$ cat src/rtl/us_cmd_pkg.sv
// Shared definitions for the ultrasound command transmitter: request layout,
// opcode set, per-opcode payload field widths, command word layout and FSM states.
package us_cmd_pkg;

    // Command word layout: {hw_ch, sub_ch[2:0], op[3:0], payload[23:0]}
    localparam int unsigned WORD_W         = 32;
    localparam int unsigned WORD_HW_CH_BIT = 31;
    localparam int unsigned WORD_SUB_LSB   = 28;
    localparam int unsigned WORD_OP_LSB    = 24;
    localparam int unsigned PAYLOAD_W      = 24;
    localparam int unsigned MASK_W         = 8;
    localparam int unsigned OP_W           = 4;
    localparam int unsigned REQ_W          = 1 + MASK_W + OP_W + PAYLOAD_W;

    // Legal parameter opcodes
    localparam logic [3:0] OP_01 = 4'h1;
    localparam logic [3:0] OP_02 = 4'h2;
    localparam logic [3:0] OP_03 = 4'h3;
    localparam logic [3:0] OP_04 = 4'h4;
    localparam logic [3:0] OP_05 = 4'h5;
    localparam logic [3:0] OP_06 = 4'h6;
    localparam logic [3:0] OP_07 = 4'h7;
    localparam logic [3:0] OP_09 = 4'h9;
    localparam logic [3:0] OP_0A = 4'hA;
    localparam logic [3:0] OP_0B = 4'hB;
    localparam logic [3:0] OP_0C = 4'hC;

    // One queued request as it sits in the FIFO (37 bits)
    typedef struct packed {
        logic                 hw_ch;
        logic [MASK_W-1:0]    ch_mask;
        logic [OP_W-1:0]      op;
        logic [PAYLOAD_W-1:0] payload;
    } cmd_req_t;

    typedef enum logic [1:0] {
        ST_IDLE = 2'd0,
        ST_LOAD = 2'd1,
        ST_EMIT = 2'd2,
        ST_GAP  = 2'd3
    } cmd_state_e;

    // Payload field width per opcode; 0 marks an illegal opcode
    function automatic logic [4:0] op_field_width(input logic [3:0] op);
        logic [4:0] w;
        case (op)
            OP_01:   w = 5'd11;
            OP_02:   w = 5'd20;
            OP_03:   w = 5'd20;
            OP_04:   w = 5'd16;
            OP_05:   w = 5'd8;
            OP_06:   w = 5'd16;
            OP_07:   w = 5'd3;
            OP_09:   w = 5'd11;
            OP_0A:   w = 5'd10;
            OP_0B:   w = 5'd3;
            OP_0C:   w = 5'd22;
            default: w = 5'd0;
        endcase
        return w;
    endfunction

    function automatic logic op_is_legal(input logic [3:0] op);
        return op_field_width(op) != 5'd0;
    endfunction

    // Index of the lowest set mask bit (ascending sub-channel order)
    function automatic logic [2:0] lowest_sub_ch(input logic [MASK_W-1:0] mask);
        logic [2:0] idx;
        idx = 3'd0;
        for (int i = MASK_W - 1; i >= 0; i--) begin
            if (mask[i]) idx = 3'(i);
        end
        return idx;
    endfunction

    // Assemble a command word, clearing payload bits above the opcode's field
    function automatic logic [WORD_W-1:0] build_word(input logic                 hw_ch,
                                                      input logic [2:0]           sub_ch,
                                                      input logic [OP_W-1:0]      op,
                                                      input logic [PAYLOAD_W-1:0] payload);
        logic [WORD_W-1:0]    word;
        logic [PAYLOAD_W-1:0] keep;
        keep = (24'd1 << op_field_width(op)) - 24'd1;
        word = '0;
        word[WORD_HW_CH_BIT]        = hw_ch;
        word[WORD_SUB_LSB +: 3]     = sub_ch;
        word[WORD_OP_LSB +: OP_W]   = op;
        word[PAYLOAD_W-1:0]         = payload & keep;
        return word;
    endfunction

endpackage

$ cat src/rtl/us_cmd_fifo.sv
// Synchronous request FIFO with full/empty flags. Pushes while full and pops
// while empty are ignored; the head entry is presented combinationally.
module us_cmd_fifo
    import us_cmd_pkg::*;
#(
    parameter int unsigned WIDTH = REQ_W,
    parameter int unsigned DEPTH = 4
) (
    input  logic             clk,
    input  logic             rst_n,
    input  logic             i_push,
    input  logic [WIDTH-1:0] i_data,
    input  logic             i_pop,
    output logic [WIDTH-1:0] o_data,
    output logic             o_full,
    output logic             o_empty
);

    localparam int unsigned AW = (DEPTH > 1) ? $clog2(DEPTH) : 1;

    logic [AW:0]      wr_ptr_q, wr_ptr_d;
    logic [AW:0]      rd_ptr_q, rd_ptr_d;
    logic [WIDTH-1:0] mem_q [DEPTH];
    logic             push_ok;
    logic             pop_ok;

    // Extra pointer bit distinguishes full from empty when the indices match
    assign o_empty = (wr_ptr_q == rd_ptr_q);
    assign o_full  = (wr_ptr_q[AW] != rd_ptr_q[AW]) &&
                     (wr_ptr_q[AW-1:0] == rd_ptr_q[AW-1:0]);
    assign push_ok = i_push & ~o_full;
    assign pop_ok  = i_pop & ~o_empty;
    assign o_data  = mem_q[rd_ptr_q[AW-1:0]];

    // Next pointer values
    always_comb begin
        wr_ptr_d = wr_ptr_q;
        rd_ptr_d = rd_ptr_q;
        if (push_ok) wr_ptr_d = wr_ptr_q + 1'b1;
        if (pop_ok)  rd_ptr_d = rd_ptr_q + 1'b1;
    end

    // Pointer registers; reset empties the FIFO
    always_ff @(posedge clk or negedge rst_n) begin
        if (!rst_n) begin
            wr_ptr_q <= '0;
            rd_ptr_q <= '0;
        end else begin
            wr_ptr_q <= wr_ptr_d;
            rd_ptr_q <= rd_ptr_d;
        end
    end

    // Storage array, written only on an accepted push
    always_ff @(posedge clk) begin
        if (push_ok) mem_q[wr_ptr_q[AW-1:0]] <= i_data;
    end

endmodule

$ cat src/rtl/us_cmd_tx.sv
// Command transmitter: queues parameter-write requests and expands each one
// into one 32-bit command word per selected sub-channel, with optional idle
// gap between words and an emission inhibit (i_hold).
module us_cmd_tx
    import us_cmd_pkg::*;
#(
    parameter int unsigned FIFO_DEPTH = 4,
    parameter int unsigned GAP        = 1
) (
    input  logic                 clk,
    input  logic                 rst_n,
    input  logic                 i_req_vld,
    output logic                 o_req_rdy,
    input  logic                 i_req_hw_ch,
    input  logic [MASK_W-1:0]    i_req_ch_mask,
    input  logic [OP_W-1:0]      i_req_op,
    input  logic [PAYLOAD_W-1:0] i_req_payload,
    input  logic                 i_hold,
    output logic [WORD_W-1:0]    o_cmd_data,
    output logic                 o_cmd_vld,
    output logic                 o_busy,
    output logic                 o_err
);

    localparam int unsigned GAP_CNT_W = (GAP > 1) ? $clog2(GAP) : 1;
    localparam logic [GAP_CNT_W-1:0] GAP_LOAD = GAP_CNT_W'((GAP > 0) ? GAP - 1 : 0);

    cmd_req_t   req_in;
    cmd_req_t   fifo_head;
    logic       fifo_full;
    logic       fifo_empty;
    logic       push;
    logic       pop;

    cmd_state_e            state_q, state_d;
    cmd_req_t              req_q, req_d;
    logic [MASK_W-1:0]     mask_q, mask_d;
    logic [GAP_CNT_W-1:0]  gap_cnt_q, gap_cnt_d;
    logic [WORD_W-1:0]     cmd_data_q, cmd_data_d;
    logic                  cmd_vld_q, cmd_vld_d;
    logic                  err_q, err_d;

    cmd_req_t              cur_req;
    logic [MASK_W-1:0]     cur_mask;
    logic [MASK_W-1:0]     rest_mask;
    logic                  head_ok;
    logic                  can_emit;

    assign req_in = '{hw_ch:   i_req_hw_ch,
                      ch_mask: i_req_ch_mask,
                      op:      i_req_op,
                      payload: i_req_payload};

    // No push-through when full: readiness depends only on the full flag
    assign o_req_rdy = ~fifo_full;
    assign push      = i_req_vld & ~fifo_full;

    us_cmd_fifo #(
        .WIDTH (REQ_W),
        .DEPTH (FIFO_DEPTH)
    ) u_fifo (
        .clk     (clk),
        .rst_n   (rst_n),
        .i_push  (push),
        .i_data  (req_in),
        .i_pop   (pop),
        .o_data  (fifo_head),
        .o_full  (fifo_full),
        .o_empty (fifo_empty)
    );

    // In LOAD the first word is built straight from the FIFO head so that an
    // accepted request reaches the output two cycles later.
    assign cur_req   = (state_q == ST_LOAD) ? fifo_head : req_q;
    assign cur_mask  = (state_q == ST_LOAD) ? fifo_head.ch_mask : mask_q;
    assign rest_mask = cur_mask & (cur_mask - 1'b1);
    assign head_ok   = op_is_legal(fifo_head.op) && (fifo_head.ch_mask != '0);
    assign can_emit  = !i_hold &&
                       (((state_q == ST_LOAD) && head_ok) || (state_q == ST_EMIT));

    assign o_busy     = !fifo_empty || (state_q != ST_IDLE);
    assign o_cmd_data = cmd_data_q;
    assign o_cmd_vld  = cmd_vld_q;
    assign o_err      = err_q;

    // Next-state, expansion and output word computation
    always_comb begin
        state_d    = state_q;
        req_d      = req_q;
        mask_d     = mask_q;
        gap_cnt_d  = gap_cnt_q;
        cmd_data_d = cmd_data_q;
        cmd_vld_d  = 1'b0;
        err_d      = 1'b0;
        pop        = 1'b0;

        case (state_q)
            ST_IDLE: begin
                // A push this cycle guarantees a valid head in LOAD next cycle
                if (!fifo_empty || push) state_d = ST_LOAD;
            end
            ST_LOAD: begin
                pop    = 1'b1;
                req_d  = fifo_head;
                mask_d = fifo_head.ch_mask;
                if (head_ok) begin
                    state_d = ST_EMIT;
                end else begin
                    err_d   = 1'b1;
                    state_d = ST_IDLE;
                end
            end
            ST_EMIT: begin
                // Held: stay here with the mask untouched
            end
            ST_GAP: begin
                if (gap_cnt_q == '0) begin
                    state_d = (mask_q != '0) ? ST_EMIT : ST_IDLE;
                end else begin
                    gap_cnt_d = gap_cnt_q - 1'b1;
                end
            end
            default: state_d = ST_IDLE;
        endcase

        if (can_emit) begin
            cmd_data_d = build_word(cur_req.hw_ch, lowest_sub_ch(cur_mask),
                                    cur_req.op, cur_req.payload);
            cmd_vld_d  = 1'b1;
            mask_d     = rest_mask;
            if (GAP > 0) begin
                state_d   = ST_GAP;
                gap_cnt_d = GAP_LOAD;
            end else begin
                state_d = (rest_mask != '0) ? ST_EMIT : ST_IDLE;
            end
        end
    end

    // FSM state, remaining mask, gap counter and registered outputs
    always_ff @(posedge clk or negedge rst_n) begin
        if (!rst_n) begin
            state_q    <= ST_IDLE;
            mask_q     <= '0;
            gap_cnt_q  <= '0;
            cmd_data_q <= '0;
            cmd_vld_q  <= 1'b0;
            err_q      <= 1'b0;
        end else begin
            state_q    <= state_d;
            mask_q     <= mask_d;
            gap_cnt_q  <= gap_cnt_d;
            cmd_data_q <= cmd_data_d;
            cmd_vld_q  <= cmd_vld_d;
            err_q      <= err_d;
        end
    end

    // Latched request fields (data only, qualified by state)
    always_ff @(posedge clk) begin
        req_q <= req_d;
    end

endmodule
$ cat config.mk
export PLATFORM = sky130hd
export DESIGN_NAME = us_cmd_tx
export DESIGN_NICKNAME = d
export VERILOG_FILES = /design/src/rtl/us_cmd_pkg.sv /design/src/rtl/us_cmd_fifo.sv /design/src/rtl/us_cmd_tx.sv
export SDC_FILE = /design/constraint.sdc
export NUM_CORES = 1
export LEC_CHECK = 0
export CORE_MARGIN = 2
export CORE_UTILIZATION = 60
export DETAILED_ROUTE_END_ITERATION = 10
export DONT_BUFFER_PORTS = 1
export PLACE_DENSITY = 0.76
export REMOVE_ABC_BUFFERS = 1
export SYNTH_ARGS = -nofsm -noshare
export SYNTH_HDL_FRONTEND = slang
export SYNTH_SLANG_ARGS = --single-unit
export TNS_END_PERCENT = 5
$ cat constraint.sdc
create_clock -name clk -period 4.4 [get_ports clk]
set_input_delay 1.32 -clock clk [delete_from_list [all_inputs] [get_ports clk]]
set_output_delay 1.32 -clock clk [all_outputs]
set_load 0.01 [all_outputs]
* Word-level counts from Yosys, hierarchy flattened
Memory sizes are Yosys's and may differ from the RTL's. Cells that the tools add are included.
Storage, ports and cells: register bits after elaboration 88, memory bits (writable) 148, memory bits (read-only) 160, input port bits 41, output and inout port bits 36, logic and storage cells 80, memories 3
Memories:
- u_fifo.mem_q | words 4, bits a word 37, read ports 1, clocked after Yosys merged registers in 0, wr ports 1, line us_cmd_fifo.sv:23 | logic [WIDTH-1:0] mem_q [DEPTH];
- (name not given) | words 16, bits a word 5, read ports 1, clocked after Yosys merged registers in 0, wr ports 0, line us_cmd_pkg.sv:46 | case (op)
- (name not given) | words 16, bits a word 5, read ports 1, clocked after Yosys merged registers in 0, wr ports 0, line us_cmd_pkg.sv:46
Operators by class: $add $sub $neg 5, equal/unequal tests 8, shift-type cells 1, multiplexer cells 27, bitwise operators 7, reduce and logical (&&, ||, !) cells 17
Operator list (count):
- two-way mux 37 bit | 1
- bitwise AND 24 bit | 1
- two-way mux 3 bit | 8
- << shifter 1 x 5 -> 24 bit (first input constant) | 1
- subtractor 24 x 1 -> 24 bit (second input constant) | 1
- two-way mux 8 bit | 2
- nonzero test 8 bit | 2
- two-way mux 2 bit | 5
- two-way mux 1 bit | 9
- bitwise AND 8 bit | 1
- subtractor 8 x 1 -> 8 bit (second input constant) | 1
- adder 3 x 1 -> 3 bit (second input constant) | 2
- != test 3 bit (second input constant) | 2
- one-hot mux 2 bit (3 select lines) | 1
- two-way mux 5 bit | 1
- nonzero test 5 bit | 1
- equality test 2 bit (second input constant) | 2
- logical AND 1 bit | 4
- nonzero test 2 bit | 2
- nonzero test 4 bit | 1
- bitwise AND 1 bit | 3
- equality test 3 bit | 1
- logical OR 1 bit | 3
- AND reduction 3 bit | 1
- 7 further kinds | 9

* Longest topological paths before layout
Gate-level depths: netlist (run 1). An unclocked memory read counts as a cell.
depth in word-level cells 11, mapped depth 15

* Modules after synthesis
Synthesis (run 1) repeated with hierarchy kept, for this count alone.
Unflattened totals: cells, all modules 635, area, all modules 9315.2 um^2
Modules (own cells, without submodules):
- us_cmd_fifo | times used 1, cells each 245, area an instance 5838.1 um^2, seq. area each 4594.4 um^2
- us_cmd_tx | times used 1, cells each 390, area an instance 3477.1 um^2, seq. area each 1681.6 um^2

* Worst setup path after synthesis (run 1)
No wires, ideal clock.
path kind register to register, start point register u_fifo.rd_ptr_q[0], end point register cmd_data_q[18], in the netlist o_cmd_data[18], library setup time 0.122 ns, arrival 3.339 ns, path slack 0.939 ns, cell stages (with the launch flop) 15, cell sequence dfrtp_1 > buf_6 > buf_2 > mux4_2 > mux2i_4 > inv_2 > ha_1 > mux2i_1 > a2bb2oi_1 > nand3_1 > ha_1 > inv_1 > or3_1 > nor2_1 > a32o_1
RTL lines:
- from (decl) | line us_cmd_fifo.sv:22 | logic [AW:0] rd_ptr_q, rd_ptr_d;
- from (signal assigned) | line us_cmd_fifo.sv:50 | rd_ptr_q <= rd_ptr_d;
- to (signal assigned) | line us_cmd_tx.sv:153 | cmd_data_q <= cmd_data_d;
- to (decl) | line us_cmd_tx.sv:39 | logic [WORD_W-1:0] cmd_data_q, cmd_data_d;

==> impl_metrics.tcl, run 1 <==
set metrics [dict create \
    status "finished, final reports clean" \
    min_to "req_q[36]$_DFF_P_" \
    cp_max_fo 19 \
    portBuffers 0 \
    max_slew_margin_pct 47.7 \
    pwr-share-seq_pct 41.5 \
    fin_skew_ns 0.0147 \
    yosys_warnings 0 \
    grt-ovfl-total 0 \
    ys_seq_elements 227 \
    ir_drop_v 0.000384 \
    yosys_most_used_dff "edfxtp_1" \
    place_ws_ns 0.553 \
    p_switching_w 0.00280 \
    vias_per_cell 6.12 \
    placementRows 45 \
    final-hold-violation-count 0 \
    drive_gt1_share_pct 16.0 \
    leakage_nw 3.86 \
    worst_ep_required_time_ns 4.78 \
    cts_resized 0 \
    io_pins 77 \
    grt_usage_pct 22.9 \
    die_area_sq_mm 0.0163 \
    numCtsBuffers 22 \
    hp-class "reg2reg" \
    worst_pin_slew_ns 0.781 \
    pwr-share-clk_pct 22.4 \
    reg2reg_depth 12 \
    clock-sinks 227 \
    yosys.area.top_type "edfxtp_1" \
    period_share_pct 88.7 \
    initial_core_util_pct 60.9 \
    dp_hpwl_mm 11.6 \
    startpoint "state_q[1]$_DFFE_PN0P_" \
    nets 672 \
    hold_buffers 0 \
    ant_nets 0 \
    worst_path_max_delay_cell "and2b_2" \
    synthDistinctLibCells 61 \
    antenna_found_initial 0 \
    clock_latency_ns 0.50 \
    pwr-share-comb_pct 36.2 \
    drtPass1Iterations 5 \
    async_reset_ff_share_pct 22.0 \
    yosysSeqAreaShare_pct 68.6 \
    grt_pass1_vias 5327 \
    hold_start "req_q[36]$_DFF_P_" \
    grt_max_degree 51 \
    fp.dieH_um 128 \
    power-per-cell-area_mw_per_mm2 785 \
    cts_buffer_depth 3 \
    rsz0062_at_grt "false" \
    nFillCells 971 \
    worstReg2RegStart "state_q[1]$_DFFE_PN0P_" \
    fmax_ghz 0.256 \
    cp-end-kind "flop" \
    netlist_area_sq_mm 0.00915 \
    place_congestion 0.940 \
    worstSetupPathType "reg2reg" \
    cts_tree "built" \
    vias 5022 \
    p_int_w 0.00512 \
    crit_top_cell "ha_1" \
    setup_viol 0 \
    reg2reg_to "o_cmd_data[18]$_DFFE_PN0P_" \
    synthToLayoutAreaGrowth_pct 10.3 \
    finalWorstPathRequiredPeriod_ns 3.90 \
    final_core_util_pct 67.2 \
    synth_top_area_share_pct 48.6 \
    maxSlewViolCount 0 \
    root_buffer "clkbuf_16" \
    holdWs_ns 0.444 \
    coreArea_sq_mm 0.0150 \
    crit_path_cell_trace "and2b_2 > mux2i_4 > inv_2 > ha_1 > mux2i_1 > a2bb2oi_1 > nand3_1 > ha_1 > inv_1 > or3_1 > nor2_1 > a32o_1" \
    drv_cap 0 \
    diodes 0 \
    post_cts_buffers 0 \
    wirelength_mm 17.9 \
    post-route-drc-count 0 \
    drtIter0Drc 327 \
    final_cells 821 \
    wire_per_inst_um 21.8 \
    die_w_um 128 \
    synth_cells 604 \
    grt_pass1_wl_mm 28.7 \
    reg2reg_slack_ns 0.50 \
    critPathMaxStageDelay_ns 0.62 \
    synth_edf_count 148 \
    cp.arrival_ns 4.28 \
    synth_area_leaders "edfxtp_1, dfrtp_1, mux4_2, dfxtp_1, nand2_1" \
    start_kind "flop" \
    htreeDepth 1 \
    setup_ws_ns 0.498 \
    switching_share_pct 35.4 \
    syn_area_per_cell_sq_um 15.2 \
    clkTransAtPathRegs_ns 0.06 \
    dp.cells 781 \
    min_delay_path_depth 2 \
]
[synth_stat cells, types with 4 or more instances]
master / number
a21oi_1: 7
a22o_1: 6
a31oi_1: 4
and2_1: 12
and3_1: 7
buf_2: 13
clkbuf_1: 6
dfrtp_1: 50
dfxtp_1: 29
edfxtp_1: 148
ha_1: 14
inv_1: 16
inv_2: 4
mux2_2: 4
mux2i_1: 10
mux4_1: 6
mux4_2: 31
nand2_1: 109
nand2b_1: 8
nand3_1: 6
nor2_1: 18
nor3_1: 5
nor4_1: 4
o21ai_0: 14
o21ai_1: 7
o31ai_1: 6
xnor2_1: 5
xor2_1: 6
[placed cells by master (no fill, tap or decap), types with 7 or more instances in the layout]
| cell type | instances |
|---|---|
| edfxtp_1 | 148 |
| nand2_1 | 109 |
| dfxtp_1 | 29 |
| clkbuf_16 | 23 |
| o21ai_0 | 14 |
| and2_1 | 12 |
| o21ai_1 | 7 |
| nand2b_1 | 8 |
| a21oi_1 | 7 |
| nor2_1 | 18 |
| inv_1 | 16 |
| mux2i_1 | 10 |
| ha_1 | 14 |
| dfrtp_1 | 49 |
| buf_4 | 14 |
| mux4_2 | 31 |
[how the worst max path moves through the flow]
stage	to	slack, ns	cells after the start
after detailed placement	o_cmd_data[18]$_DFFE_PN0P_	0.55	12
final	o_cmd_data[18]$_DFFE_PN0P_	0.50	12
after global routing	o_cmd_data[18]$_DFFE_PN0P_	0.25	12
after floorplan	o_cmd_data[3]$_DFFE_PN0P_	-1.75	8
after CTS	o_cmd_data[18]$_DFFE_PN0P_	0.55	12
after global placement	o_cmd_data[18]$_DFFE_PN0P_	0.76	12
[metal layers]
layer  track usage, %  wire length (um)  up-vias
met1             30.2              7300     2560
met3             6.70              1440       29
met2             37.7              8820      160
met5                0                 0        -
li1                 -                 -     2273
met4             6.59               375        0
[state kept, by name, summed over array words and instances, names as in the netlist]
| signal | count |
|---|---|
| state_q | 2 |
| o_err | 1 |
| u_fifo.rd_ptr_q | 3 |
| u_fifo.mem_q | 148 |
| o_cmd_data | 32 |
| u_fifo.wr_ptr_q | 3 |
| mask_q | 8 |
| o_cmd_vld | 1 |
| req_q | 29 |
[area by class of cell]
cell class	count	area, sq um	share of cell area, %
timing repair buffer	15	125	1.24
clock inverter	15	100	0.991
clock buffer	25	593	5.87
sequential	227	6280	62.2
tap	188	235	2.33
multi-input combinational	331	2690	26.7
inverter	20	75.1	0.743
[power groups by stage]
stage                     sequential [W]  clock [W]  combinational [W]
after floorplan                  0.00332          0            0.00201
after global placement           0.00329          0            0.00274
after detailed placement         0.00332          0            0.00285
after CTS                        0.00329    0.00181            0.00287
after global routing             0.00334    0.00188            0.00315
final                            0.00328    0.00177            0.00287
[worst max-delay path, delay by kind of cell (launching register included)]
kind | cells | cell delay [ns]
AOI/OAI and AO/OA | 2 | 0.61
DFF | 1 | 0.49
buffers and inverters | 2 | 0.22
adders and majority gates | 2 | 0.62
muxes | 2 | 0.66
and+or+nand+nor | 4 | 1.18
[through the flow]
stage	instance area (sq um)	setup TNS, ns	power [W]
final	10100	0	0.00792
after global routing	10100	0	0.00837
after CTS	10100	0	0.00797
after detailed placement	9400	0	0.00618
after global placement	9400	0	0.00603
after floorplan	9020	-58.09	0.00533
[cells by family (layout without fill, tap and decap cells)]
group	count (synthesis)	in the layout	share of synthesized area, %
flops	227	227	68.6
fa+ha+maj	14	14	1.91
xor+xnor	11	11	1.05
compound gates	67	67	5.11
mux	55	55	11.8
buf+inv	46	75	2.31
simple gates	184	184	9.21
(Power assumes the default switching activity.)
==> run 2, diff against run 1 <==
--- a/config.mk
+++ b/config.mk
@@ -9,6 +9,7 @@
 export CORE_UTILIZATION = 60
 export DETAILED_ROUTE_END_ITERATION = 10
 export DONT_BUFFER_PORTS = 1
+export GPL_TIMING_DRIVEN = 0
 export PLACE_DENSITY = 0.76
 export REMOVE_ABC_BUFFERS = 1
 export SYNTH_ARGS = -nofsm -noshare
==> impl_metrics.tcl, run 2 (same netlist as run 1, synthesis figures left out) <==
set metrics [dict create \
    grt_max_degree 51 \
    initial_core_util_pct 60.9 \
    pwr-share-comb_pct 35.2 \
    die_w_um 128 \
    pwr-share-seq_pct 40.9 \
    period_share_pct 93.7 \
    grt_pass1_wl_mm 28.5 \
    crit_family "compound AO/OA/AOI/OAI gates" \
    status "finished, final reports clean" \
    cp.arrival_ns 4.51 \
    p_switching_w 0.00287 \
    crit_top_cell "buf_2" \
    clock-sinks 227 \
    cts_tree "built" \
    power.total_w 0.00819 \
    fmax_ghz 0.243 \
    hp-class "reg2reg" \
    nets 668 \
    start_kind "flop" \
    wirelength_mm 18.0 \
    switching_share_pct 35.0 \
    antenna_found_initial 0 \
    crit_path_cell_trace "buf_12 > mux2_4 > a222oi_1 > buf_2 > buf_2 > mux2i_1 > a2bb2oi_1 > nand3_2 > ha_1 > inv_1 > or3_1 > nor2_1 > a32o_1" \
    grt_pass1_vias 5133 \
    cts_buffer_depth 3 \
    clock_latency_ns 0.50 \
    rsz0062_at_grt "false" \
    fin_skew_ns 0.00882 \
    fp.dieH_um 128 \
    final_area_sq_mm 0.0102 \
    most-common-layout-cells "edfxtp_1, nand2_1, dfrtp_1, mux4_2, dfxtp_1" \
    max_slew_margin_pct 29.7 \
    synthToLayoutAreaGrowth_pct 11.9 \
    leakage_nw 3.90 \
    wire_per_inst_um 22.1 \
    p_int_w 0.00532 \
    portBuffers 0 \
    io_pins 77 \
    vias 5040 \
    vias_per_cell 6.17 \
    die_area_sq_mm 0.0163 \
    place_congestion 0.863 \
    root_buffer "clkbuf_16" \
    place_ws_ns -0.501 \
    postPlaceCellArea_sq_mm 0.00944 \
    finalWorstPathRequiredPeriod_ns 4.12 \
    maxSlewViolCount 0 \
    hold_buffers 0 \
    drv_cap 0 \
    worstSetupPathType "reg2reg" \
    drive_gt1_share_pct 16.5 \
    worst_path_max_delay_cell "dfrtp_4" \
    worst_pin_slew_ns 1.05 \
    dp_hpwl_mm 11.3 \
    grt_usage_pct 22.8 \
    final-hold-violation-count 0 \
    worst_ep_required_time_ns 4.79 \
    pwr-share-clk_pct 23.9 \
    setup_viol 0 \
    coreArea_sq_mm 0.0150 \
    cp_max_fo 28 \
    htreeDepth 1 \
    clkTransAtPathRegs_ns 0.07 \
    drtIter0Drc 405 \
    nFillCells 974 \
    path_buf_inv 4 \
    grt-ovfl-total 0 \
    numCtsBuffers 22 \
    setup_ws_ns 0.276 \
    drtPass1Iterations 5 \
    ir_drop_v 0.000483 \
    post-route-drc-count 0 \
    cp-end-kind "flop" \
    power-per-cell-area_mw_per_mm2 799 \
    largest_reg_flops 148 \
    ant_nets 0 \
    diodes 0 \
    placementRows 45 \
    critPathMaxStageDelay_ns 0.60 \
    layout_commonest_cell "edfxtp_1" \
]
[run 2: changes by cell type in the layout (fill, tap and decap cells not counted), moves of 2 or more]
cell        previous run  this run
clkinvlp_4             3         6
buf_4                 14         1
buf_12                 1         7
clkinv_2               5         3
dfrtp_4                0         2
clkinv_1               6         1
bufinv_16              1         3
buf_2                  0         2
[run 2: path summary, 6_finish.rpt]
kind	startpoint	depth (start not counted)	endpoint	slack [ns]
min	req_q[19]$_DFF_P_	2	req_q[19]$_DFF_P_	0.45
max reg2reg	u_fifo.rd_ptr_q[1]$_DFFE_PN0P_	13	o_cmd_data[18]$_DFFE_PN0P_	0.28
max in group asynchronous	rst_n	0	o_cmd_data[14]$_DFFE_PN0P_	3.79
min in group asynchronous	rst_n	0	state_q[1]$_DFFE_PN0P_	0.51
min reg2reg	req_q[19]$_DFF_P_	2	req_q[19]$_DFF_P_	0.45
max	u_fifo.rd_ptr_q[1]$_DFFE_PN0P_	13	o_cmd_data[18]$_DFFE_PN0P_	0.28
[run 2: area by class of cell]
class | instances | area [sq um] | area share (%)
well taps | 188 | 235 | 2.30
clock buffers | 27 | 611 | 5.96
repair buffers | 11 | 185 | 1.81
clock inverters | 13 | 154 | 1.50
multi-input cells | 331 | 2700 | 26.4
inverters | 20 | 75.1 | 0.733
flip-flops and latches | 227 | 6280 | 61.3
[run 2: metrics by stage]
stage               TNS, ns  hold slack, ns  instances  utilization [%]
finish                    0           0.450        817             68.2
global route              0           0.478        817             68.2
CTS                       0           0.451        817             68.1
detailed placement    -3.83           0.436        775             62.8
global placement    -218.30           0.426        766             61.5
floorplan            -58.09           0.413        578                -
[run 2: routing by layer]
metal | part of all wire [%] | wire length, um | track usage (%) | vias up
met1 | 42 | 7540 | 31.3 | 2559
met5 | 0 | 0 | 0 | -
li1 | - | - | - | 2265
met2 | 48 | 8600 | 37.0 | 184
met4 | 2.1 | 383 | 6.27 | 0
met3 | 8.3 | 1500 | 5.95 | 32
[run 2: repair_timing]
action,in CTS,in global routing
endpoints found under the setup margin,12,6
gates resized for setup,1,3
pin swaps,1,0
setup buffers,2,0
[run 2: power groups by stage]
stage,clock network (W),logic (W),registers (W)
6_report,0.00196,0.00288,0.00335
5_1_grt,0.00207,0.00316,0.00341
4_1_cts,0.00198,0.00286,0.00335
3_5_place_dp,0,0.00274,0.00344
3_3_place_gp,0,0.00250,0.00347
2_1_floorplan,0,0.00201,0.00332
[run 2: worst min-delay path, stage by stage (launching register included)]
cell,delay (ns)
dfxtp_1,0.30
nand2_1,0.05
nand2_1,0.06
==> run 3, diff against run 2 <==
--- a/config.mk
+++ b/config.mk
@@ -7,6 +7,7 @@
 export LEC_CHECK = 0
 export CORE_MARGIN = 2
 export CORE_UTILIZATION = 60
+export CTS_BUF_LIST = sky130_fd_sc_hd__clkbuf_16
 export DETAILED_ROUTE_END_ITERATION = 10
 export DONT_BUFFER_PORTS = 1
 export GPL_TIMING_DRIVEN = 0
==> impl_metrics.tcl, run 3 (same netlist as run 1, synthesis figures left out) <==
set metrics [dict create \
    min_delay_path_depth 2 \
    dp.cells 775 \
    cp.arrival_ns 4.51 \
    drv_cap 0 \
    die_w_um 128 \
    min_to "req_q[19]$_DFF_P_" \
    reg2reg_slack_ns 0.28 \
    most-common-layout-cells "edfxtp_1, nand2_1, dfrtp_1, mux4_2, dfxtp_1" \
    worstSetupPathType "reg2reg" \
    worst_pin_slew_ns 1.05 \
    postPlaceCellArea_sq_mm 0.00944 \
    crit_top_cell "buf_2" \
    cts_tree "built" \
    final-hold-violation-count 0 \
    worst_ep_required_time_ns 4.79 \
    ir_drop_v 0.000482 \
    final_cells 817 \
    clkTransAtPathRegs_ns 0.07 \
    leakage_nw 3.89 \
    largest_reg_flops 148 \
    initial_core_util_pct 60.9 \
    io_pins 77 \
    layout_commonest_cell "edfxtp_1" \
    holdWs_ns 0.450 \
    setup_viol 0 \
    fmax_ghz 0.243 \
    max_slew_margin_pct 29.8 \
    start_kind "flop" \
    cp_max_fo 28 \
    final_core_util_pct 68.0 \
    crit_path_cell_trace "buf_12 > mux2_4 > a222oi_1 > buf_2 > buf_2 > mux2i_1 > a2bb2oi_1 > nand3_2 > ha_1 > inv_1 > or3_1 > nor2_1 > a32o_1" \
    regArea_sq_mm 0.00628 \
    vias 5036 \
    fin_skew_ns 0.00769 \
    placementRows 45 \
    portBuffers 0 \
    die_area_sq_mm 0.0163 \
    diodes 0 \
    cp-end-kind "flop" \
    grt_usage_pct 22.8 \
    ant_nets 0 \
    htreeDepth 1 \
    drive_gt1_share_pct 16.2 \
    worst_path_max_delay_cell "dfrtp_4" \
    wire_per_inst_um 22.0 \
    grt_pass1_vias 5135 \
    dp_hpwl_mm 11.3 \
    worstReg2RegStart "u_fifo.rd_ptr_q[1]$_DFFE_PN0P_" \
    fp.dieH_um 128 \
    cts_buffer_depth 3 \
    synthToLayoutAreaGrowth_pct 11.7 \
    reg2reg_depth 13 \
    hp-class "reg2reg" \
    grt-ovfl-total 0 \
    period_share_pct 93.5 \
    root_buffer "clkbuf_16" \
    multi_input_area_sq_mm 0.00270 \
    final_area_sq_mm 0.0102 \
    nFillCells 977 \
    numCtsBuffers 22 \
    place_congestion 0.863 \
    hold_start "req_q[19]$_DFF_P_" \
    vias_per_cell 6.16 \
    rsz0062_at_grt "false" \
    nets 668 \
    wirelength_mm 18.0 \
    antenna_found_initial 0 \
    coreArea_sq_mm 0.0150 \
    maxSlewViolCount 0 \
    hold_buffers 0 \
    clock_latency_ns 0.50 \
    critPathMaxStageDelay_ns 0.59 \
    post-route-drc-count 0 \
    drtPass1Iterations 5 \
    reg2reg_to "o_cmd_data[18]$_DFFE_PN0P_" \
    clock-sinks 227 \
    status "finished, final reports clean" \
    drtIter0Drc 404 \
    grt_max_degree 51 \
    power-per-cell-area_mw_per_mm2 796 \
    grt_pass1_wl_mm 28.4 \
    finalWorstPathRequiredPeriod_ns 4.12 \
]
## run 3: report_power, final
part	switching (W)	internal, W
logic	0.00167	0.00121
clock network	0.000787	0.00113
registers	0.000406	0.00294
total	0.00287	0.00528
## run 3: how the worst max path moves through the flow
stage,from,end,slack (ns),cells after the start
finish,u_fifo.rd_ptr_q[1]$_DFFE_PN0P_,o_cmd_data[18]$_DFFE_PN0P_,0.28,13
CTS,state_q[1]$_DFFE_PN0P_,o_cmd_data[18]$_DFFE_PN0P_,0.15,12
global route,u_fifo.rd_ptr_q[1]$_DFFE_PN0P_,o_cmd_data[18]$_DFFE_PN0P_,0.02,13
global placement,u_fifo.rd_ptr_q[0]$_DFFE_PN0P_,o_cmd_data[7]$_DFFE_PN0P_,-4.20,8
floorplan,u_fifo.rd_ptr_q[0]$_DFFE_PN0P_,o_cmd_data[3]$_DFFE_PN0P_,-1.75,8
detailed placement,state_q[1]$_DFFE_PN0P_,o_cmd_data[18]$_DFFE_PN0P_,-0.50,12
## run 3: area by class of cell
class | count | area share (%)
Clock buffer | 23 | 5.63
Clock inverter | 17 | 1.65
Inverter | 20 | 0.734
Multi-Input combinational cell | 331 | 26.4
Sequential cell | 227 | 61.4
Tap cell | 188 | 2.30
Timing Repair Buffer | 11 | 1.81
## run 3: what timing repair did
item / in CTS / in global routing
setup endpoints to repair: 12 / 6
cloned: 0 / 0
pin swaps: 1 / 0
resized for setup: 1 / 3
buffers inserted: 2 / 0
## run 3: per-stage QoR
| step | worst slack (ns) | total power, W | setup TNS [ns] |
|---|---|---|---|
| floorplan | -1.75 | 0.00533 | -58.09 |
| global placement | -4.20 | 0.00598 | -218.30 |
| detailed placement | -0.501 | 0.00619 | -3.83 |
| CTS | 0.151 | 0.00815 | 0 |
| global route | 0.0247 | 0.00861 | 0 |
| finish | 0.284 | 0.00815 | 0 |
## run 3: per-layer routing
layer  global-route usage [%]  routed length, um
met4                     6.27                351
met2                     37.0               8630
met3                     5.99               1590
met5                        0                  0
met1                     31.1               7400
## run 3: critical path: cells and delay by family, from the launching register on
| kind | cells | cell delay [ns] |
|---|---|---|
| AO/OA/AOI/OAI | 3 | 1.09 |
| buffers and inverters | 4 | 0.88 |
| multiplexers | 2 | 0.59 |
| flip-flops | 1 | 0.59 |
| AND/OR/NAND/NOR | 3 | 0.53 |
| adder cells (fa/ha/maj) | 1 | 0.32 |
==> RTL change 1: new RTL, flow settings as in run 3 <==
Register the output `o_err` once more, with the module's reset; this adds one clock of latency there. The other outputs are not delayed to match.
--- a/src/rtl/us_cmd_tx.sv
+++ b/src/rtl/us_cmd_tx.sv
@@ -81,7 +81,13 @@
     assign o_busy     = !fifo_empty || (state_q != ST_IDLE);
     assign o_cmd_data = cmd_data_q;
     assign o_cmd_vld  = cmd_vld_q;
-    assign o_err      = err_q;
+    always_ff @(posedge clk or negedge rst_n) begin
+        if (!rst_n) begin
+            o_err <= '0;
+        end else begin
+            o_err <= err_q;
+        end
+    end
 
     // Next-state, expansion and output word computation
     always_comb begin
Check against the original RTL: not equivalent (a bounded check fails within 4 cycles, from zero or initial values and one cycle with rst_n low).
==> RTL change 1 against run 3 <==
Final area is 4.0% higher. Fmax shrank 4.3%. Final cell count up 2.0%. Routed wire length grew 2.5%. Non-clock buffer count is 3 lower. Sequential cell count grew 1. Worst setup slack worse by 190 ps. Power is 12% higher. Combinational power grew 24%. Via count grew 1.2%. Synthesized area increased by 2.7%. Clock power up 13%. Critical endpoint is now o_cmd_data[20].
==> RTL change 1: results (changes against run 3) <==
| Metric | Value |
|---|---|
| Hold endpoint | o_err |
| TritonCTS buffer count | 24 (+9.1%) |
| CP arrival | 4700 ps (+190 ps) |
| Sequential-to-total area share from yosys stat | 67.0% (-1.6 points) |
| GR Util All Layers | 22.8% (+0.070 points) |
| Min-delay src | err_q |
| Outcome | complete, no violations |
| Initial antenna violation count | 0 (unchanged) |
| Critical R2R Capture | o_cmd_data[20] |
| Area contributors post-synth | edfxtp_1 47%, dfrtp_1 14%, mux4_2 8.1% |
| Leak | 3.91 nW (+0.43%) |
| Vias | 5098 (+1.2%) |
| Fillers | 971 (-0.61%) |
| Setup bufs post-CTS | 0 (-2) |
| Post-DP HPWL | 11600 um (+3.2%) |
| Largest net degree at the start of global routing | 52 (+2.0%) |
| Vias in the first global route | 5418 (+5.5%) |
| Nets | 663 (-0.75%) |
| Post-Route WL | 18400 um (+2.5%) |
| Reg2reg path depth | 14 (+1) |
| Rel. slew slack | 44.4% (+15 points) |
| Skew final | 25.6 ps (+17.9 ps) |
| Ys async rst share | 22.4% (+0.34 points) |
| Max VDD drop | 0.000375 V (-22%) |
| Worst-path fanout max | 23 (-18%) |
| Worst R2R Setup Slack | 100 ps (-190 ps) |
| Critical Path Slowest Stage Cell | mux4_2 |
| Worst r2r src | u_fifo.rd_ptr_q[0] |
| Post-synth top cells | 148 x edfxtp_1, 51 x dfrtp_1, 39 x nand2_1 |
| GPL Wtd Cong | 0.852 (-1.2%) |
| Yosys cell types | 65 (+6.6%) |
[RTL change 1: cell types whose count changed after synthesis, sizes merged, moves of 5 or more]
cell    before  now
inv         20   15
nand2b       8   13
nand2      109   39
a21oi        7   16
and2        12    6
nor2        18   33
mux2         5   31
[RTL change 1: per-layer routing]
metal	up-vias	GRT usage [%]	routed length, um
met1	2646	30.7	7890
met4	0	5.95	314
met2	132	38.4	9210
met5	-	0	0
met3	26	5.16	1000
li1	2294	-	-
[RTL change 1: worst register-to-register path, delay by kind of cell, from the launching register on]
| family | cells | cell delay, ps |
|---|---|---|
| compound gates | 4 | 1080 |
| fa+ha+maj | 2 | 520 |
| buf+inv | 2 | 340 |
| flops | 1 | 500 |
| mux | 3 | 1070 |
| simple gates | 3 | 690 |
[RTL change 1: cell type report]
class	instances	area [um^2]	share of cell area, %
Clock buffer	24	601	5.65
Clock inverter	20	255	2.40
Inverter	15	56.3	0.530
Multi-Input combinational cell	327	2980	28.0
Sequential cell	228	6310	59.3
Tap cell	211	264	2.48
Timing Repair Buffer	8	173	1.62
[RTL change 1: worst max-delay path by stage]
stage                        from             end  slack [ps]  cells after the start
6_report       u_fifo.rd_ptr_q[0]  o_cmd_data[20]         100                     14
3_3_place_gp   u_fifo.rd_ptr_q[0]  o_cmd_data[30]       -2750                     10
4_1_cts        u_fifo.rd_ptr_q[0]  o_cmd_data[20]          -8                     14
3_5_place_dp           state_q[1]  o_cmd_data[20]        -390                     15
2_1_floorplan  u_fifo.rd_ptr_q[0]  o_cmd_data[30]        -810                     10
5_1_grt                state_q[1]  o_cmd_data[20]         -70                     15
[RTL change 1: what timing repair did]
item | CTS | global route
setup endpoints to repair | 18 | 16
gates resized for setup | 7 | 2
cloned | 0 | 1
[RTL change 1: power by group]
group          internal, mW  switching (mW)  leakage [nW]
combinational          1.54            2.03          1.24
clock                  1.35           0.801         0.435
sequential             3.00           0.370          2.24
total                  5.89            3.20          3.91
[RTL change 1: cells by family after synthesis]
logic type      after synthesis  synth area share (%)
flops                       228                  67.0
mux                          83                  14.4
fa+ha+maj                    18                  2.39
xor+xnor                     10                 0.931
buf+inv                      38                  2.00
simple gates                138                  7.49
compound gates               78                  5.83
[RTL change 1: stage by stage]
step	std cells	cell area (um^2)	worst slack [ps]
floorplan	570	9270	-808
global placement	781	9540	-2750
detailed placement	788	9700	-386
CTS	832	10600	-7.63
global route	833	10600	-68.7
finish	833	10600	98.1
==> RTL change 2: new RTL, flow settings as in run 3 <==
Without the edit above. Change the package constant `WORD_OP_LSB` from 24 to 12.
--- a/src/rtl/us_cmd_pkg.sv
+++ b/src/rtl/us_cmd_pkg.sv
@@ -6,7 +6,7 @@
     localparam int unsigned WORD_W         = 32;
     localparam int unsigned WORD_HW_CH_BIT = 31;
     localparam int unsigned WORD_SUB_LSB   = 28;
-    localparam int unsigned WORD_OP_LSB    = 24;
+    localparam int unsigned WORD_OP_LSB    = 12;
     localparam int unsigned PAYLOAD_W      = 24;
     localparam int unsigned MASK_W         = 8;
     localparam int unsigned OP_W           = 4;
Function: changed (Yosys sat finds a counterexample within 4 cycles, from zero or initial values and one cycle with rst_n low).
==> RTL change 2 against run 3 <==
Count of clock-buffer cells in the layout did not move. Power is 0.66% lower. Synthesized area shrank 0.48%. Worst setup slack lost 51 ps. Die area is 0.46% lower. Routed wire length is 0.85% higher. Final area decreased by 0.84%. Fmax fell by 1.2%. Sequential cell count shrank 4.
==> RTL change 2: results (changes against run 3) <==
| Metric | Value |
|---|---|
| Sequential-to-total area share from yosys stat | 67.8% (-0.77 points) |
| GR Util All Layers | 23.5% (+0.69 points) |
| Post-synth top cells | 148 x edfxtp_1, 115 x nand2_1, 46 x dfrtp_1 |
| Layout area overhead | 11.3% |
| Vias in the first global route | 5415 (+5.5%) |
| Fillers | 982 (+0.51%) |
| Crit end category | flop |
| CTS Buffer Depth | 3 (unchanged) |
| CP arrival | 4600 ps (+90 ps) |
| Yosys cell types | 64 (+4.9%) |
| GPL Wtd Cong | 0.878 (+1.8%) |
| Share of cells above drive strength 1 | 17.0% (+0.79 points) |
| Slew at the pin closest to its max-slew limit | 679 ps (-374 ps) |
| Worst r2r src | u_fifo.rd_ptr_q[1] |
| TritonCTS buffer count | 22 (unchanged) |
| HP Class | reg -> reg |
| CP max stage delay | 560 ps (-30 ps) |
| CP Launch Type | flop |
| Min-delay src | req_q[36] |
| Critical Path Slowest Stage Cell | dfrtp_4 |
| Post-DP HPWL | 11300 um (+0.32%) |
| Largest net degree at the start of global routing | 47 (-7.8%) |
| Critical R2R Capture | o_cmd_data[20] |
| Wire length on met2 | 9290 um (+7.6%) |
| Worst-path fanout max | 33 (+18%) |
| Ys async rst share | 20.6% (-1.4 points) |
| Reg2reg path depth | 14 (+1) |
| Met1 WL | 7070 um (-4.4%) |
| Delay-heaviest family, CP | compound AO/OA/AOI/OAI gates |
| Top sig layer | met4 |
| Port Buffers | 0 (unchanged) |
| Nets | 674 (+0.90%) |
| Cell Area, Placed | 0.00937 mm^2 (-0.72%) |
| Outcome | complete, no violations |
| Leak | 3.84 nW (-1.4%) |
| Global-route wire length before repair | 29200 um (+2.5%) |
| Worst R2R Setup Slack | 230 ps (-50 ps) |
| Hold endpoint | req_q[36] |
| Vias per cell | 6.22 (+0.85%) |
| Initial drt markers | 442 (+9.4%) |
| Area contributors post-synth | edfxtp_1 49%, dfrtp_1 13%, mux4_2 8.9% |
| 1st-pass router iterations | 7 (+2) |
| Skew final | 12.2 ps (+4.46 ps) |
| Max VDD drop | 0.000459 V (-4.9%) |
| Post-Route WL | 18100 um (+0.85%) |
| Met3 Routed Length | 1470 um (-7.4%) |
RTL change 2: metrics by stage:
stage | worst slack [ps] | hold WS (ps) | std cells
after floorplan | -709 | 413 | 582
after global placement | -2450 | 425 | 770
after detailed placement | -655 | 437 | 777
after CTS | 122 | 450 | 822
after global routing | 52.1 | 479 | 823
final | 233 | 448 | 823
RTL change 2: layer usage:
metal / global-route usage (%) / vias to the layer above
li1: - / 2290
met1: 30.2 / 2625
met2: 40.3 / 173
met3: 6.11 / 28
met4: 6.14 / 0
met5: 0 / -
RTL change 2: logic make-up (layout without fill, tap and decap cells):
| logic type | after synthesis | in the layout | share of synthesized area [%] |
|---|---|---|---|
| DFF | 223 | 223 | 67.8 |
| and+or+nand+nor | 181 | 181 | 8.91 |
| AOI/OAI and AO/OA | 73 | 73 | 5.86 |
| muxes | 62 | 62 | 12.1 |
| buffers and inverters | 43 | 68 | 2.38 |
| adders and majority gates | 14 | 14 | 1.92 |
| xor gates and xnor gates | 10 | 10 | 0.961 |
| other | 1 | 4 | 0.0412 |
RTL change 2: area by class of cell:
type                    instances  area share [%]
repair buffers                 13            2.22
multi-input cells             344            27.3
well taps                     188            2.32
clock buffers                  23            5.68
clock inverters                17           0.975
flip-flops and latches        223            61.0
inverters                      15           0.555
RTL change 2: repair_timing:
item / in CTS / in global routing
pin swaps: 1 / 0
resized for setup: 1 / 3
gates cloned: 0 / 0
setup endpoints to repair: 12 / 6
buffers inserted: 5 / 1
RTL change 2: report_power, final:
group / internal, mW / total (mW) / switching (mW)
clock: 0.999 / 1.74 / 0.740
combinational: 1.29 / 3.10 / 1.82
sequential: 2.89 / 3.25 / 0.356
total: 5.18 / 8.09 / 2.91
